===== src/rtl/radio_seq_ctrl.sv =====
// Radio session sequencer: warm-up, RX window, cool-down, with abort and isolation handling.
// Optional RADIO_SEQ_ABORT_CNT_EN adds a saturating abort/isolation-exit counter output.
module radio_seq_ctrl #(
    parameter int CNT_W        = 16,
    parameter int WARMUP_CYC   = 8,
    parameter int COOLDOWN_CYC = 4
) (
    input  logic             ck,
    input  logic             arst,
    input  logic             isolateM1M2,
    input  logic             req_valid,
    output logic             req_ready,
    input  logic [CNT_W-1:0] req_rx_len,
    input  logic             abort,
    output logic             radioEnableSynced,
    output logic             radioRxEnSynced,
    output logic             busy,
    output logic             done,
`ifdef RADIO_SEQ_ABORT_CNT_EN
    output logic             done_aborted,
    output logic [7:0]       abort_cnt
`else
    output logic             done_aborted
`endif
);

    localparam logic [1:0] IDLE     = 2'd0;
    localparam logic [1:0] WARMUP   = 2'd1;
    localparam logic [1:0] RX       = 2'd2;
    localparam logic [1:0] COOLDOWN = 2'd3;

    localparam logic [CNT_W-1:0] WARM_INIT = CNT_W'(WARMUP_CYC - 1);
    localparam logic [CNT_W-1:0] COOL_INIT = CNT_W'(COOLDOWN_CYC - 1);

    logic [1:0]       state, nstate;
    logic [CNT_W-1:0] cnt, ncnt;
    logic [CNT_W-1:0] len_q, nlen;
    logic             aborted, naborted;
    logic             ndone;
`ifdef RADIO_SEQ_ABORT_CNT_EN
    logic             abort_evt;
`endif

    assign req_ready = (state == IDLE) & ~isolateM1M2;

    // Priority: isolation > abort > counter expiry > request accept.
    always_comb begin
        nstate   = state;
        ncnt     = cnt;
        nlen     = len_q;
        naborted = aborted;
        ndone    = 1'b0;
`ifdef RADIO_SEQ_ABORT_CNT_EN
        abort_evt = 1'b0;
`endif
        if (isolateM1M2) begin
            nstate   = IDLE;
            ncnt     = '0;
            nlen     = '0;
            naborted = 1'b0;
`ifdef RADIO_SEQ_ABORT_CNT_EN
            abort_evt = (state != IDLE);
`endif
        end else begin
            case (state)
                IDLE: begin
                    if (req_valid) begin
                        nstate   = WARMUP;
                        ncnt     = WARM_INIT;
                        nlen     = req_rx_len;
                        naborted = 1'b0;
                    end
                end
                WARMUP, RX: begin
                    if (abort) begin
                        nstate   = COOLDOWN;
                        ncnt     = COOL_INIT;
                        naborted = 1'b1;
`ifdef RADIO_SEQ_ABORT_CNT_EN
                        abort_evt = 1'b1;
`endif
                    end else if (cnt == '0) begin
                        if (state == WARMUP && len_q != '0) begin
                            nstate = RX;
                            ncnt   = len_q - CNT_W'(1);
                        end else begin
                            nstate = COOLDOWN;
                            ncnt   = COOL_INIT;
                        end
                    end else begin
                        ncnt = cnt - CNT_W'(1);
                    end
                end
                default: begin
                    if (cnt == '0) begin
                        nstate = IDLE;
                        ndone  = 1'b1;
                    end else begin
                        ncnt = cnt - CNT_W'(1);
                    end
                end
            endcase
        end
    end

    // Outputs are decoded from the next state so the radio controls come straight from flops.
    always_ff @(posedge ck or posedge arst) begin
        if (arst) begin
            state             <= IDLE;
            cnt               <= '0;
            len_q             <= '0;
            aborted           <= 1'b0;
            radioEnableSynced <= 1'b0;
            radioRxEnSynced   <= 1'b0;
            busy              <= 1'b0;
            done              <= 1'b0;
            done_aborted      <= 1'b0;
        end else begin
            state             <= nstate;
            cnt               <= ncnt;
            len_q             <= nlen;
            aborted           <= naborted;
            radioEnableSynced <= (nstate != IDLE);
            radioRxEnSynced   <= (nstate == RX);
            busy              <= (nstate != IDLE);
            done              <= ndone;
            done_aborted      <= ndone & aborted;
        end
    end

`ifdef RADIO_SEQ_ABORT_CNT_EN
    always_ff @(posedge ck or posedge arst) begin
        if (arst) begin
            abort_cnt <= '0;
        end else if (abort_evt && abort_cnt != 8'hFF) begin
            abort_cnt <= abort_cnt + 8'd1;
        end
    end
`endif

endmodule


===== config.mk =====
export PLATFORM = sky130hd
export DESIGN_NAME = radio_seq_ctrl
export DESIGN_NICKNAME = d
export VERILOG_FILES = /design/src/rtl/radio_seq_ctrl.sv
export SDC_FILE = /design/constraint.sdc
export NUM_CORES = 1
export LEC_CHECK = 0
export BUFFER_PORTS_ARGS = -buffer_cell sky130_fd_sc_hd__buf_2
export CORE_ASPECT_RATIO = 1.1
export CORE_MARGIN = 3
export CORE_UTILIZATION = 34
export CTS_CLUSTER_DIAMETER = 100
export DETAILED_ROUTE_END_ITERATION = 10
export PLACE_DENSITY_LB_ADDON = 0.12
export RECOVER_POWER = 50
export REMOVE_ABC_BUFFERS = 1
export SYNTH_ARGS = -nofsm -noshare
export SYNTH_HDL_FRONTEND = slang
export SYNTH_SLANG_ARGS = --single-unit

===== constraint.sdc =====
create_clock -name ck -period 5.08 [get_ports ck]
set_input_delay 0.762 -clock ck [delete_from_list [all_inputs] [get_ports ck]]
set_output_delay 0.762 -clock ck [all_outputs]
set_load 0.02 [all_outputs]

==> impl_metrics.env <==
export IMPL_start_kind="register"
export IMPL_viasPerCell=5.42
export IMPL_critical_path_class="register to register"
export IMPL_coreArea_um2=6790
export IMPL_gr_usage_all_layers=0.160
export IMPL_fin_crit_sh=0.542
export IMPL_synthesis_instances=294
export IMPL_critPathMaxFanout=7
export IMPL_ys_seq_area_frac=0.398
export IMPL_setup_violations=0
export IMPL_die_width_um=87.0
export IMPL_start_util=0.361
export IMPL_syn_area_per_cell_um2=8.34
export IMPL_fmax_ghz=0.363
export IMPL_num_vias=2163
export IMPL_ios=27
export IMPL_clock_path_buffers=2
export IMPL_drc=0
export IMPL_die_h_um=95.1
export IMPL_multiInputGateArea_um2=1370
export IMPL_hold_slack_ns=0.524
export IMPL_insertedDiodeCount=0
export IMPL_violations="capacitance limit, slew limit"
export IMPL_finish_utilization=0.401
export IMPL_fill_cells=682
export IMPL_synth_seq_cells=39
export IMPL_dp_slack_ns=2.35
export IMPL_synth_edf_count=0
export IMPL_synth_main_ff_cell="dfrtp_1"
export IMPL_final_max_slew_viol_count=40
export IMPL_gp_congestion=0.845
export IMPL_port_buffers=26
export IMPL_grt_pass1_wl_um=10400
export IMPL_worstPathArrival_ns=2.94
export IMPL_fin_skew_ns=0.00579
export IMPL_maxCapViolCount=1
export IMPL_rows=31
export IMPL_cts_root_buf="clkbuf_8"
export IMPL_final_cell_mix="nand2_1, dfrtp_1, a21oi_1, nor2_1, buf_2"
export IMPL_period_minus_slack_ns=2.75
export IMPL_status="complete, but fails checks"
export IMPL_relSlewSlack=-0.434
export IMPL_end_kind="register"
export IMPL_dr_pass1_iters=4
export IMPL_htreeDepth=2
export IMPL_gr_total_overflow=0
export IMPL_drt_wl_total_um=6050
export IMPL_nets=343
export IMPL_yosysWarnings=0
export IMPL_grt_pass1_vias=2030
export IMPL_worstMarginPinSlew_ns=2.15
export IMPL_rsz0062_at_grt="no"
export IMPL_synth_area_um2=2450
export IMPL_hold_viol_final=0
export IMPL_mostFrequentLayoutCell="nand2_1"
export IMPL_postCtsHoldBufs=0
export IMPL_path_clk_slew_ns=0.08
export IMPL_min_path_type="register to register"
export IMPL_powerDensity_nw_per_um2=638
export IMPL_numCtsBuffers=5
export IMPL_setup_ws_ns=2.33
export IMPL_cts_tree="done"
export IMPL_worstSkewPairLatency_ns=0.29
export IMPL_grt_start_max_net_pins=40
export IMPL_setup_tns_ns=0
export IMPL_cp_required_ns=5.26
export IMPL_areaGrowthSynthToFinish_pct=11.0
export IMPL_slowest_delay_ns=0.62
export IMPL_drive_gt1_frac=0.136
export IMPL_die_area_um2=8270
export IMPL_antenna_left=0
export IMPL_clock_sinks=39
export IMPL_dpl_hpwl_um=4350
export IMPL_vdd_drop_max_v=0.000182
export IMPL_power_uw=1740
export IMPL_ys_types=51
export IMPL_wl_per_cell_um=15.2
export IMPL_cts_setup_buffers=0
export IMPL_first_iter_violations=228
export IMPL_crit_slowest_cell="a21oi_1"
export IMPL_p_leak_uw=0.00120
export IMPL_grt_antenna_before_repair=0
export IMPL_synthArstFlopShare=1.00
export IMPL_cp_cell_sequence="nor4_1 -> nand4_1 -> a21oi_1 -> o21ai_0 -> a32o_1"
export IMPL_seqCellArea_um2=976
export IMPL_cts_resized=0
-- power breakdown --
part / leakage [µW] / switching, µW / internal, µW
logic: 0.000621 / 674 / 393
clock network: 0.0000477 / 114 / 94.1
registers: 0.000529 / 80.5 / 382
total: 0.00120 / 868 / 869
-- path summary, 6_finish.rpt --
kind	startpoint	endpoint	slack [ns]	cells after the start
max in group asynchronous	arst	cnt[10]	2.61	3
min in group asynchronous	arst	aborted	1.24	3
setup reg to reg	cnt[4]	cnt[9]	2.33	5
hold / removal	aborted	done_aborted	0.52	1
setup / recovery	cnt[4]	cnt[9]	2.33	5
hold reg to reg	aborted	done_aborted	0.52	1
-- layout make-up --
class	instances	area share
inverter	13	0.0179
sequential	39	0.359
timing repair buffer	28	0.0506
clock inverter	3	0.00552
multi-input combinational	229	0.504
clock buffer	5	0.0253
tap	82	0.0377
-- layer usage --
| layer | part of all wire | global-route usage | vias to the layer above |
|---|---|---|---|
| li1 | - | - | 1099 |
| met1 | 0.49 | 0.233 | 1008 |
| met2 | 0.47 | 0.246 | 52 |
| met3 | 0.031 | 0.0285 | 4 |
| met4 | 0.0088 | 0.0377 | 0 |
| met5 | 0 | 0 | - |
-- synthesized netlist by cell type (6+ instances only) --
cell	count	area, µm²
a21oi_1	25	125
a32o_1	6	60.1
clkbuf_1	9	33.8
dfrtp_1	39	976
ha_1	6	75.1
inv_1	12	45.0
nand2_1	50	188
nor2_1	24	90.1
nor3_1	9	45.0
o21ai_0	18	90.1
o22ai_1	6	37.5
or3_1	6	37.5
xnor2_1	8	70.1
-- critical path: cells and delay by family, from the launching register on --
| family | cells | cell delay (ns) |
|---|---|---|
| and+or+nand+nor | 2 | 1.07 |
| AOI/OAI and AO/OA | 3 | 1.15 |
| DFF | 1 | 0.44 |
-- flip-flops by register name (all words and copies together) (netlist names) --
signal	flops
aborted	1
done	1
radioRxEnSynced	1
state	2
busy	1
len_q	16
cnt	16
done_aborted	1
-- logic make-up (layout without fill, tap and decap cells) --
kind of cell | count (synthesis) | after routing | synth area share
AO/OA/AOI/OAI | 84 | 84 | 0.222
adder cells (fa/ha/maj) | 6 | 6 | 0.0306
flip-flops | 39 | 39 | 0.398
XOR/XNOR | 13 | 13 | 0.0465
buffers and inverters | 26 | 49 | 0.0424
AND/OR/NAND/NOR | 126 | 126 | 0.260
-- metrics by stage --
stage	area, µm²	instances
floorplan	2400	281
global placement	2640	391
detailed placement	2640	391
CTS	2730	399
global route	2720	399
finish	2720	399
Power figures use the tool's default switching activity.
